File: src/rtl/branch_predict_unit_pkg.sv
// Shared constants and helpers for the branch prediction unit.
// Decode constants, BHT reset value and the 2-bit saturating counter update.
package bpu_pkg;

   localparam logic [2:0] OPC_JMP  = 3'b100;
   localparam int         JUMP_BIT = 13;
   localparam logic [1:0] BHT_INIT = 2'b01;

   // Saturating 2-bit counter: +1 on taken (max 3), -1 on not-taken (min 0).
   function automatic logic [1:0] sat_update(input logic [1:0] ctr, input logic taken);
      logic [1:0] res;
      if (taken) begin
         res = (ctr == 2'b11) ? 2'b11 : ctr + 2'b01;
      end else begin
         res = (ctr == 2'b00) ? 2'b00 : ctr - 2'b01;
      end
      return res;
   endfunction

endpackage

File: src/rtl/branch_predict_unit_if.sv
// Fetch/resolve bus of the branch prediction unit.
// master: fetch + execute stages; slave: the predictor.
interface branch_predict_unit_if #(
   parameter int IW = 22,
   parameter int AW = 11
);
   logic          i_valid;
   logic [IW-1:0] I;
   logic [AW-1:0] PC;
   logic          enable;
   logic          pred_taken;
   logic [AW-1:0] next;
   logic          stall;
   logic          res_valid;
   logic          res_taken;
   logic          mispredict;
   logic [AW-1:0] redirect;
   logic          res_err;

   modport master (
      output i_valid, I, PC, res_valid, res_taken,
      input  enable, pred_taken, next, stall, mispredict, redirect, res_err
   );

   modport slave (
      input  i_valid, I, PC, res_valid, res_taken,
      output enable, pred_taken, next, stall, mispredict, redirect, res_err
   );
endinterface

File: src/rtl/branch_predict_unit_queue.sv
// bpu_queue: in-order FIFO of outstanding predictions with a flush input.
// Flush wins over push and makes the queue empty (read pointer jumps to the
// pre-edge write pointer, so a same-cycle push is dropped).
module bpu_queue #(
   parameter int W    = 23,
   parameter int QD_W = 2
) (
   input  logic         clk,
   input  logic         rst,
   input  logic         push_i,
   input  logic         pop_i,
   input  logic         flush_i,
   input  logic [W-1:0] wdata_i,
   output logic [W-1:0] rdata_o,
   output logic         empty_o,
   output logic         full_o
);
   localparam int DEPTH = 1 << QD_W;
   localparam logic [QD_W:0] PTR_ONE = {{QD_W{1'b0}}, 1'b1};

   logic [W-1:0]  mem_q [DEPTH];
   logic [QD_W:0] wr_q, wr_d, rd_q, rd_d;
   logic          push_ok;

   assign empty_o = (rd_q == wr_q);
   assign full_o  = (rd_q[QD_W] != wr_q[QD_W]) && (rd_q[QD_W-1:0] == wr_q[QD_W-1:0]);
   assign rdata_o = mem_q[rd_q[QD_W-1:0]];
   // A push into a full queue is only legal when the head leaves the same cycle.
   assign push_ok = push_i & (~full_o | pop_i);

   // Next-state pointers: flush discards everything, else independent push/pop.
   always_comb begin
      wr_d = wr_q;
      rd_d = rd_q;
      if (flush_i) begin
         rd_d = wr_q;
      end else begin
         if (push_ok) begin
            wr_d = wr_q + PTR_ONE;
         end else begin
            wr_d = wr_q;
         end
         if (pop_i && !empty_o) begin
            rd_d = rd_q + PTR_ONE;
         end else begin
            rd_d = rd_q;
         end
      end
   end

   // Pointer registers.
   always_ff @(posedge clk or posedge rst) begin
      if (rst) begin
         wr_q <= '0;
         rd_q <= '0;
      end else begin
         wr_q <= wr_d;
         rd_q <= rd_d;
      end
   end

   // Storage; contents are don't-care after reset so it carries no reset.
   always_ff @(posedge clk) begin
      if (push_ok && !flush_i) begin
         mem_q[wr_q[QD_W-1:0]] <= wdata_i;
      end
   end

endmodule

File: src/rtl/branch_predict_unit.sv
// branch_predict_unit: fetch-stage branch decode, 2-bit BHT prediction,
// outstanding-prediction queue and misprediction redirect on resolve.
// Optional BPU_STATS_EN adds saturating stat_pred / stat_miss counters.
module branch_predict_unit
   import bpu_pkg::*;
#(
   parameter int IW    = 22,
   parameter int AW    = 11,
   parameter int IDX_W = 4,
   parameter int QD_W  = 2
) (
   input  logic clk,
   input  logic rst,
   branch_predict_unit_if.slave bus
`ifdef BPU_STATS_EN
   ,
   output logic [15:0] stat_pred,
   output logic [15:0] stat_miss
`endif
);
   localparam int EW = 2 * AW + 1;

   logic [1:0]    bht_q [1 << IDX_W];
   logic          jump, uncond, cond;
   logic [AW-1:0] target;
   logic [1:0]    bht_rd;
   logic          q_full, q_empty;
   logic [EW-1:0] head;
   logic [AW-1:0] head_pc, head_tgt;
   logic          head_pred;
   logic          resolve, miss;
   logic          mispredict_q, mispredict_d, res_err_q, res_err_d;
   logic [AW-1:0] redirect_q, redirect_d;

   assign jump   = bus.I[JUMP_BIT];
   assign uncond = (bus.I[JUMP_BIT:JUMP_BIT-2] == OPC_JMP);
   assign cond   = jump & ~uncond;
   assign target = bus.I[AW-1:0];
   assign bht_rd = bht_q[bus.PC[IDX_W-1:0]];

   assign bus.pred_taken = cond & bus.i_valid & bht_rd[1];
   assign bus.stall      = cond & bus.i_valid & q_full;
   assign bus.enable     = cond & bus.i_valid & ~q_full;

   // Predicted next fetch address.
   always_comb begin
      if (!jump) begin
         bus.next = bus.PC;
      end else if (uncond) begin
         bus.next = target;
      end else begin
         bus.next = bus.pred_taken ? target : bus.PC;
      end
   end

   bpu_queue #(.W(EW), .QD_W(QD_W)) u_queue (
      .clk     (clk),
      .rst     (rst),
      .push_i  (bus.enable),
      .pop_i   (resolve),
      .flush_i (miss),
      .wdata_i ({bus.PC, target, bus.pred_taken}),
      .rdata_o (head),
      .empty_o (q_empty),
      .full_o  (q_full)
   );

   assign head_pc   = head[EW-1:AW+1];
   assign head_tgt  = head[AW:1];
   assign head_pred = head[0];
   assign resolve   = bus.res_valid & ~q_empty;
   assign miss      = resolve & (bus.res_taken != head_pred);

   // Next values of the registered resolve outputs.
   always_comb begin
      mispredict_d = miss;
      res_err_d    = bus.res_valid & q_empty;
      if (miss) begin
         redirect_d = bus.res_taken ? head_tgt : head_pc;
      end else begin
         redirect_d = redirect_q;
      end
   end

   // Resolve output registers.
   always_ff @(posedge clk or posedge rst) begin
      if (rst) begin
         mispredict_q <= 1'b0;
         res_err_q    <= 1'b0;
         redirect_q   <= '0;
      end else begin
         mispredict_q <= mispredict_d;
         res_err_q    <= res_err_d;
         redirect_q   <= redirect_d;
      end
   end

   assign bus.mispredict = mispredict_q;
   assign bus.res_err    = res_err_q;
   assign bus.redirect   = redirect_q;

   // BHT training on every resolved branch; lookups this cycle see old values.
   always_ff @(posedge clk or posedge rst) begin
      if (rst) begin
         for (int i = 0; i < (1 << IDX_W); i++) begin
            bht_q[i] <= BHT_INIT;
         end
      end else if (resolve) begin
         bht_q[head_pc[IDX_W-1:0]] <= sat_update(bht_q[head_pc[IDX_W-1:0]], bus.res_taken);
      end
   end

`ifdef BPU_STATS_EN
   logic [15:0] stat_pred_q, stat_miss_q;

   // Saturating resolve and mispredict counters.
   always_ff @(posedge clk or posedge rst) begin
      if (rst) begin
         stat_pred_q <= 16'h0000;
         stat_miss_q <= 16'h0000;
      end else begin
         if (resolve && stat_pred_q != 16'hFFFF) begin
            stat_pred_q <= stat_pred_q + 16'h0001;
         end
         if (miss && stat_miss_q != 16'hFFFF) begin
            stat_miss_q <= stat_miss_q + 16'h0001;
         end
      end
   end

   assign stat_pred = stat_pred_q;
   assign stat_miss = stat_miss_q;
`endif

endmodule

File: src/flat_wrapper.sv
// flat-port wrapper written by rule: the top's interface ports become plain ports
module branch_predict_unit_flat import bpu_pkg::*;
#(
   parameter int IW    = 22,
   parameter int AW    = 11,
   parameter int IDX_W = 4,
   parameter int QD_W  = 2
)
  (clk, rst, bus_i_valid, bus_I, bus_PC, bus_res_valid, bus_res_taken, bus_enable, bus_pred_taken, bus_next, bus_stall, bus_mispredict, bus_redirect, bus_res_err);
  branch_predict_unit_if #(.IW(IW), .AW(AW)) bus_i ();
  input  logic clk;
  input  logic rst;
  input wire logic [$bits(bus_i.i_valid)-1:0] bus_i_valid;
  input wire logic [$bits(bus_i.I)-1:0] bus_I;
  input wire logic [$bits(bus_i.PC)-1:0] bus_PC;
  input wire logic [$bits(bus_i.res_valid)-1:0] bus_res_valid;
  input wire logic [$bits(bus_i.res_taken)-1:0] bus_res_taken;
  output wire logic [$bits(bus_i.enable)-1:0] bus_enable;
  output wire logic [$bits(bus_i.pred_taken)-1:0] bus_pred_taken;
  output wire logic [$bits(bus_i.next)-1:0] bus_next;
  output wire logic [$bits(bus_i.stall)-1:0] bus_stall;
  output wire logic [$bits(bus_i.mispredict)-1:0] bus_mispredict;
  output wire logic [$bits(bus_i.redirect)-1:0] bus_redirect;
  output wire logic [$bits(bus_i.res_err)-1:0] bus_res_err;
  assign bus_i.i_valid = bus_i_valid;
  assign bus_i.I = bus_I;
  assign bus_i.PC = bus_PC;
  assign bus_i.res_valid = bus_res_valid;
  assign bus_i.res_taken = bus_res_taken;
  assign bus_enable = bus_i.enable;
  assign bus_pred_taken = bus_i.pred_taken;
  assign bus_next = bus_i.next;
  assign bus_stall = bus_i.stall;
  assign bus_mispredict = bus_i.mispredict;
  assign bus_redirect = bus_i.redirect;
  assign bus_res_err = bus_i.res_err;
  branch_predict_unit #(.IW(IW), .AW(AW), .IDX_W(IDX_W), .QD_W(QD_W)) u_core (.clk(clk), .rst(rst), .bus(bus_i));
endmodule
File: config.mk
export PLATFORM = sky130hd
export DESIGN_NAME = branch_predict_unit_flat
export DESIGN_NICKNAME = d
export VERILOG_FILES = /design/src/rtl/branch_predict_unit_pkg.sv /design/src/rtl/branch_predict_unit_if.sv /design/src/rtl/branch_predict_unit_queue.sv /design/src/rtl/branch_predict_unit.sv /design/src/flat_wrapper.sv
export SDC_FILE = /design/constraint.sdc
export NUM_CORES = 1
export LEC_CHECK = 0
export CELL_PAD_IN_SITES_DETAIL_PLACEMENT = 1
export CELL_PAD_IN_SITES_GLOBAL_PLACEMENT = 1
export CORE_MARGIN = 4
export CORE_UTILIZATION = 51
export DETAILED_ROUTE_END_ITERATION = 12
export PLACE_DENSITY_LB_ADDON = 0.1
export SETUP_SLACK_MARGIN = 0.05
export SLEW_MARGIN = 30
export SYNTH_ARGS = -nofsm -noshare
export SYNTH_HDL_FRONTEND = slang
export SYNTH_SLANG_ARGS = --single-unit
export TNS_END_PERCENT = 20
File: constraint.sdc
create_clock -name clk -period 4.85 [get_ports clk]
set_clock_uncertainty 0.1 [all_clocks]
set_input_delay 0.485 -clock clk [delete_from_list [all_inputs] [get_ports clk]]
set_output_delay 0.485 -clock clk [all_outputs]
set_load 0.005 [all_outputs]
==> results of run 1 <==
cell usage after synthesis, types with 6 or more instances:
library cell / number
sky130_fd_sc_hd__edfxtp_1: 92
sky130_fd_sc_hd__nand2_1: 34
sky130_fd_sc_hd__nor2_1: 31
sky130_fd_sc_hd__o21ai_0: 6
sky130_fd_sc_hd__a31oi_1: 11
sky130_fd_sc_hd__mux2_2: 43
sky130_fd_sc_hd__o22ai_1: 8
sky130_fd_sc_hd__dfrtp_1: 35
sky130_fd_sc_hd__clkbuf_1: 8
sky130_fd_sc_hd__mux2i_1: 17
sky130_fd_sc_hd__dfstp_2: 16
sky130_fd_sc_hd__inv_1: 6
sky130_fd_sc_hd__mux4_2: 28
sequential cells by signal, indices dropped and copies added (netlist names):
register and count:
u_core.u_queue.mem_q 92, u_core.bus.res_err 1, u_core.bht_q 32, u_core.u_queue.wr_q 3
u_core.bus.redirect 11, u_core.u_queue.rd_q 3, u_core.bus.mispredict 1
path summary, 6_finish.rpt:
| path | from | endpoint | slack (ns) | cells after the start |
|---|---|---|---|---|
| max in group asynchronous | rst | u_core.bht_q[21]$_DFFE_PP0P_ | 3.69 | 3 |
| worst min-delay path | u_core.u_queue.wr_q[2]$_DFFE_PP0P_ | u_core.u_queue.wr_q[2]$_DFFE_PP0P_ | 0.43 | 1 |
| min in group asynchronous | rst | u_core.u_queue.rd_q[2]$_DFFE_PP0P_ | 0.49 | 3 |
| worst min register to register | u_core.u_queue.wr_q[2]$_DFFE_PP0P_ | u_core.u_queue.wr_q[2]$_DFFE_PP0P_ | 0.43 | 1 |
| worst max-delay path | bus_PC[0] | bus_next[4] | 0.49 | 8 |
| worst max register to register | u_core.u_queue.rd_q[0]$_DFFE_PP0P_ | u_core.bht_q[29]$_DFFE_PP0P_ | 1.14 | 8 |
metrics by stage:
stage,instance area (sq um),util [%],total power [mW],std cells,hold WS [ns]
6_report,7580,63.4,4.49,620,0.432
5_1_grt,7580,63.4,4.76,620,0.459
4_1_cts,7580,63.4,4.54,620,0.431
3_5_place_dp,6990,58.5,3.22,588,0.411
3_3_place_gp,6990,58.5,3.15,588,0.406
2_1_floorplan,6230,-,2.73,393,0.382
kinds of logic (layout without fill, tap and decap cells):
group	count (synthesis)	after routing	synth area share, %
multiplexers	89	89	21.0
buffers and inverters	24	104	1.87
flip-flops	143	143	65.2
adder cells (fa/ha/maj)	7	7	1.37
AO/OA/AOI/OAI	31	31	2.99
XOR/XNOR	6	6	0.844
AND/OR/NAND/NOR	93	93	6.75
power breakdown:
group | switching (mW) | internal, mW | total (mW) | leakage [nW]
sequential | 0.166 | 1.57 | 1.74 | 1.44
clock | 0.485 | 0.797 | 1.28 | 0.277
combinational | 0.769 | 0.702 | 1.47 | 1.06
total | 1.42 | 3.07 | 4.49 | 2.78
area by class of cell:
cell class	instances	share of cell area [%]
tap	147	2.43
timing repair buffer	66	8.88
multi-input combinational	226	27.1
clock buffer	23	6.31
clock inverter	9	1.44
inverter	6	0.297
sequential	143	53.5
layout by cell type (no fill, tap or decap), drive strengths merged, types with 5 or more instances in the layout:
cell           Yosys  routed
nand2b             5       5
o22ai              8       8
clkbuf             8      23
clkdlybuf4s50      0      56
nor3               5       5
inv                6       6
dfstp             16      16
mux2              43      43
xnor2              5       5
mux4              28      28
mux2i             18      18
dfrtp             35      35
edfxtp            92      92
nand2             34      34
buf               10      10
nor2              31      31
a31oi             11      11
o21ai              7       7
ha                 5       5
layer usage:
metal	up-vias	GRT usage, %	share of wire [%]
met5	-	0	0
met4	0	6.88	0.68
met3	11	5.98	5.9
met2	106	38.2	53
met1	1907	28.9	40
li1	1620	-	-
critical path: cells and delay by family:
family | cells | cell delay, ns
simple gates | 1 | 0.21
compound gates | 1 | 0.17
mux | 3 | 1.43
buf+inv | 3 | 1.47
==> results by group, run 1 <==
GRT
  • GRT Overall Usage: 22.7%
  • Number of antenna violations at the first check in global routing: 0
  • Largest net degree at the start of global routing: 52
  • Total gr overflow: 0
  • Wire length of the first global-routing pass: 23.5 mm
  • Via count of the first global-routing pass: 4095

Worst setup path
  • WS Path Type: in -> out
  • Cells along the critical path: clkdlybuf4s50_1 > mux4_2 > mux4_2 > nor2b_1 > o21ai_1 > buf_4 > mux2_2 > clkdlybuf4s50_1
  • Launching element type of the critical path: input pin
  • Data arrival time of the critical path: 3.77 ns
  • Delay of the slowest cell on the worst path: 0.75 ns
  • Biggest fanout along the worst timing path: 11
  • Required time of the worst setup path: 4.26 ns
  • Crit. End Element: primary output
  • Slowest library cell on the worst path: sky130_fd_sc_hd__clkdlybuf4s50_1

Floorplanning
  • Die Y: 119 microns
  • Cell row count: 40
  • Boundary Pins: 65
  • Starting density of the core: 52.1%
  • Core area: 12000 sq um
  • Die Wd: 119 microns
  • Die area: 14000 sq um

Logic synthesis
  • Gate count after technology mapping: 393
  • Number of synthesis warnings: 0
  • Sequential element share of the synthesized area: 65.2%
  • Synth Flop Type: sky130_fd_sc_hd__edfxtp_1
  • Synth Net Count: 436
  • Top cell type by total area after synthesis: sky130_fd_sc_hd__edfxtp_1
  • Top cells by area, synth: sky130_fd_sc_hd__edfxtp_1 (44%), sky130_fd_sc_hd__dfrtp_1 (14%), sky130_fd_sc_hd__mux4_2 (10%)
  • Count of unique library cells instantiated by Yosys: 36
  • Post-Syn Area per Cell: 15.8 sq um
  • Async set or reset register ratio after synthesis: 35.7%
  • Synthesized cell area: 6230 sq um
  • Synthesis-stage register bit count: 143
  • Post-synth EDFFs: 92
  • Top cell type's share of synthesized area: 44.4%

Timing
  • Highest Clock Rate: 229 MHz
  • Slack of the critical path: 0.492 ns
  • Min Tclk post-route: 4.36 ns
  • Setup TNS Final: 0 ns
  • Max Slew Vio Count: 0
  • Headroom to the max-slew limit: 49.0%
  • Worst Tran Pin Value: 0.762 ns
  • Setup-violating endpoint count in the final report: 0
  • Part of the cycle the worst path needs: 89.9%
  • Final hold violation count: 0
  • Setup repair after global routing missed its margin: false

Routing
  • Post-DRT Antenna Nets: 0
  • DRT iter0 DRCs: 228
  • Remaining DRCs: 0
  • Wire per inst: 23.7 microns
  • Average vias per placed instance: 5.88
  • Total iterations of the first detailed-routing run: 4
  • Via count: 3644
  • Final Routed Wirelength: 14.7 mm

Final layout
  • # fillers: 1087
  • Combined flip-flop and latch cell area: 4060 sq um
  • Relative area change from synthesis to final layout: 21.7%
  • Area of the multi-input gates: 2050 sq um
  • Post-layout net count: 503
  • Diodes inserted: 0
  • Fraction of final layout cells sized beyond drive strength 1: 27.9%

Clock tree
  • CTS Buf Count: 17
  • Number of buffers inserted by post-CTS setup repair: 0
  • Hold bufs inserted after CTS: 0
  • Clock transition at the register clock pins on the worst setup and hold paths after CTS: 0.06 ns
  • Number of resized instances in the post-cts repair step: 0
  • Clock Tree Buf Depth: 2
  • Clock tree from TritonCTS: done
  • Num Clock Sinks: 143
  • Clock latency on the worst-skew pair: 0.41 ns
  • Root Buffer Master: sky130_fd_sc_hd__clkbuf_16
  • CTS HTree Levels: 4

Placement
  • Worst setup timing slack at the placement stage: 0.490 ns
  • Global placer's final weighted congestion: 0.839
  • DP HPWL: 9.15 mm
  • Port Buf Inserts: 56

Run status
  • Status: completed

Worst hold path
  • Worst hold path type: reg -> reg

Power and ir drop
  • Cell Pwr Density: 593 nW/um^2
  • Leakage: 2.78 nW
  • Peak supply drop: 0.322 mV

Job
  • Reported max-cap violation count: 0
Note: power is estimated with default switching activity, not from simulation.
==> run 2: changes to the inputs <==
--- a/config.mk
+++ b/config.mk
@@ -12,8 +12,10 @@
 export DETAILED_ROUTE_END_ITERATION = 12
 export PLACE_DENSITY_LB_ADDON = 0.1
 export SETUP_SLACK_MARGIN = 0.05
+export SKIP_LAST_GASP = 1
 export SLEW_MARGIN = 30
 export SYNTH_ARGS = -nofsm -noshare
 export SYNTH_HDL_FRONTEND = slang
+export SYNTH_HIERARCHICAL = 1
 export SYNTH_SLANG_ARGS = --single-unit
 export TNS_END_PERCENT = 20
==> results by group, run 2 <==
Run status
  • Status: completed

Worst hold path
  • Worst hold path type: in -> async

Logic synthesis
  • Top cell type by total area after synthesis: sky130_fd_sc_hd__edfxtp_1
  • Top cell type's share of synthesized area: 43.5%
  • Top cells by area, synth: sky130_fd_sc_hd__edfxtp_1 (43%), sky130_fd_sc_hd__dfrtp_1 (14%), sky130_fd_sc_hd__mux4_2 (12%)
  • Synthesis-stage register bit count: 143
  • Gate count after technology mapping: 408
  • Post-synth EDFFs: 92
  • Library cell with the highest instance count after synthesis: sky130_fd_sc_hd__edfxtp_1
  • Number of synthesis warnings: 6
  • Async set or reset register ratio after synthesis: 35.7%
  • Synth Flop Type: sky130_fd_sc_hd__edfxtp_1
  • Synth Net Count: 451
  • Count of unique library cells instantiated by Yosys: 44
  • Sequential element share of the synthesized area: 63.9%
  • Synthesized cell area: 6350 sq um
  • Post-Syn Area per Cell: 15.6 sq um
  • List of most frequent post-synthesis cells: sky130_fd_sc_hd__edfxtp_1 (92), sky130_fd_sc_hd__nor2_1 (48), sky130_fd_sc_hd__dfrtp_1 (35)

Final layout
  • Diodes inserted: 0
  • Combined flip-flop and latch cell area: 4060 sq um
  • Post-layout net count: 515
  • Fraction of final layout cells sized beyond drive strength 1: 24.6%
  • Total non-filler cell area in the finished layout: 7640 sq um
  • Most frequent standard cell in the layout excluding fill and tap cells: sky130_fd_sc_hd__edfxtp_1
  • Flip-flop count of the largest register after layout: 92
  • Area of the multi-input gates: 2150 sq um
  • # fillers: 1110
  • Relative area change from synthesis to final layout: 20.3%
  • Top library cells by usage in the layout, fill and taps aside: sky130_fd_sc_hd__edfxtp_1 (92), sky130_fd_sc_hd__clkdlybuf4s50_1 (56), sky130_fd_sc_hd__nor2_1 (44)

Clock tree
  • CTS Buf Count: 17
  • Number of buffers inserted by post-CTS setup repair: 0
  • Root Buffer Master: sky130_fd_sc_hd__clkbuf_16
  • Num Clock Sinks: 143
  • Hold bufs inserted after CTS: 0
  • Clock latency on the worst-skew pair: 0.41 ns
  • CTS HTree Levels: 4
  • Clock Tree Buf Depth: 2
  • Number of resized instances in the post-cts repair step: 0
  • Clock transition at the register clock pins on the worst setup and hold paths after CTS: 0.06 ns
  • Clock tree from TritonCTS: done

Worst setup path
  • Launching element type of the critical path: input pin
  • WS Path Type: in -> out
  • Delay of the slowest cell on the worst path: 0.81 ns
  • Data arrival time of the critical path: 3.37 ns
  • Biggest fanout along the worst timing path: 11
  • Most used cell, CP: sky130_fd_sc_hd__clkdlybuf4s50_1
  • Slowest library cell on the worst path: sky130_fd_sc_hd__clkdlybuf4s50_1
  • Kind of cell with the highest combined delay on the critical path: buffers and inverters
  • Required time of the worst setup path: 4.26 ns
  • Cells along the critical path: clkdlybuf4s50_1 > mux4_2 > o21ai_0 > o211ai_1 > buf_4 > mux2_1 > clkdlybuf4s50_1
  • Number of buffers and inverters on the critical path: 3
  • Crit. End Element: primary output

Floorplanning
  • Die Wd: 120 microns
  • Core area: 12100 sq um
  • Die area: 14300 sq um
  • Starting density of the core: 52.5%
  • Cell row count: 40
  • Boundary Pins: 65
  • Die Y: 120 microns

GRT
  • GRT Overall Usage: 22.2%
  • Wire length of the first global-routing pass: 23.8 mm
  • Largest net degree at the start of global routing: 46
  • Via count of the first global-routing pass: 4165
  • Total gr overflow: 0
  • Number of antenna violations at the first check in global routing: 0

Routing
  • Wire per inst: 22.6 microns
  • Post-DRT Antenna Nets: 0
  • Remaining DRCs: 0
  • DRT iter0 DRCs: 257
  • Via count: 3745
  • Average vias per placed instance: 5.74
  • Total iterations of the first detailed-routing run: 4
  • Final Routed Wirelength: 14.7 mm

Timing
  • Setup repair after global routing missed its margin: false
  • Final hold violation count: 0
  • Setup-violating endpoint count in the final report: 0
  • Setup TNS Final: 0 ns
  • Max Slew Vio Count: 0
  • Headroom to the max-slew limit: 44.6%
  • Min Tclk post-route: 3.96 ns
  • Highest Clock Rate: 253 MHz
  • Worst Tran Pin Value: 0.828 ns
  • Part of the cycle the worst path needs: 81.6%

Placement
  • Global placer's final weighted congestion: 0.765
  • DP HPWL: 9.43 mm
  • Placed Area: 7100 sq um
  • Port Buf Inserts: 56

Power and ir drop
  • Peak supply drop: 0.344 mV
  • Leakage: 2.74 nW
  • Cell Pwr Density: 633 nW/um^2

Job
  • Reported max-cap violation count: 0
## run 2: cell count changes in the layout (fill, tap and decap cells not counted), moves of 4 or more
cell / delta
sky130_fd_sc_hd__o21ai_1: +5
sky130_fd_sc_hd__o22ai_1: -8
sky130_fd_sc_hd__mux2_4: +4
sky130_fd_sc_hd__nand2_1: -18
sky130_fd_sc_hd__inv_1: +7
sky130_fd_sc_hd__nor2_1: +14
sky130_fd_sc_hd__mux2_1: +10
sky130_fd_sc_hd__mux2_2: -26
sky130_fd_sc_hd__mux4_2: +5
sky130_fd_sc_hd__a31oi_1: -9
sky130_fd_sc_hd__a21oi_1: +25
## run 2: path summary, 6_finish.rpt
path	end	depth (start not counted)	slack, ns	startpoint
min in group clk	u_core/bht_q[28]$_DFFE_PP1P_	2	0.37	u_core/bht_q[28]$_DFFE_PP1P_
worst min-delay path	u_core/u_queue/rd_q[2]$_DFFE_PP0P_	2	0.29	rst
worst min register to register	u_core/bht_q[28]$_DFFE_PP1P_	2	0.37	u_core/bht_q[28]$_DFFE_PP1P_
max in group asynchronous	u_core/bus.redirect[3]$_DFFE_PP0P_	2	3.79	rst
worst max register to register	u_core/u_queue/mem_q[3][0]$_DFFE_PP_	8	1.59	u_core/u_queue/rd_q[1]$_DFFE_PP0P_
worst max-delay path	bus_next[0]	7	0.89	bus_PC[0]
## run 2: logic make-up (layout without fill, tap and decap cells)
family                     count (synthesis)  count (layout)  share of synthesized area (%)
DFF                                      143             143                           63.9
and+or+nand+nor                           85              85                           5.93
muxes                                     83              83                           20.4
AOI/OAI and AO/OA                         47              47                           4.33
buffers and inverters                     33             109                           2.46
xor gates and xnor gates                   9               9                           1.48
adders and majority gates                  8               8                           1.50
## run 2: per-stage QoR
stage | instances | total power [mW] | hold slack, ns | utilization [%] | worst slack [ns]
after floorplan | 408 | 3.09 | 0.176 | - | 1.07
after global placement | 621 | 3.53 | 0.352 | 58.6 | 0.951
after detailed placement | 621 | 3.64 | 0.364 | 58.6 | 0.907
after CTS | 652 | 4.88 | 0.284 | 63.1 | 0.870
after global routing | 652 | 5.12 | 0.313 | 63.1 | 0.738
final | 652 | 4.83 | 0.289 | 63.1 | 0.890
## run 2: layer usage
layer	up-vias	global-route usage [%]	part of all wire [%]
met1	1996	28.3	42
met5	-	0	0
met2	71	37.9	53
met3	15	4.71	3.4
met4	0	7.80	1.4
li1	1663	-	-
## run 2: layout make-up
cell class                      instances  area share [%]
Sequential cell                       143            53.1
Multi-Input combinational cell        232            28.1
Tap cell                              168            2.75
Clock inverter                         13            1.51
Inverter                               13           0.671
Timing Repair Buffer                   65            8.22
Clock buffer                           18            5.62
## run 2: where the power goes
part	switching (mW)	total [mW]	leakage, nW	internal (mW)
registers	0.207	1.85	1.41	1.64
clock network	0.497	1.20	0.260	0.703
logic	0.922	1.78	1.07	0.863
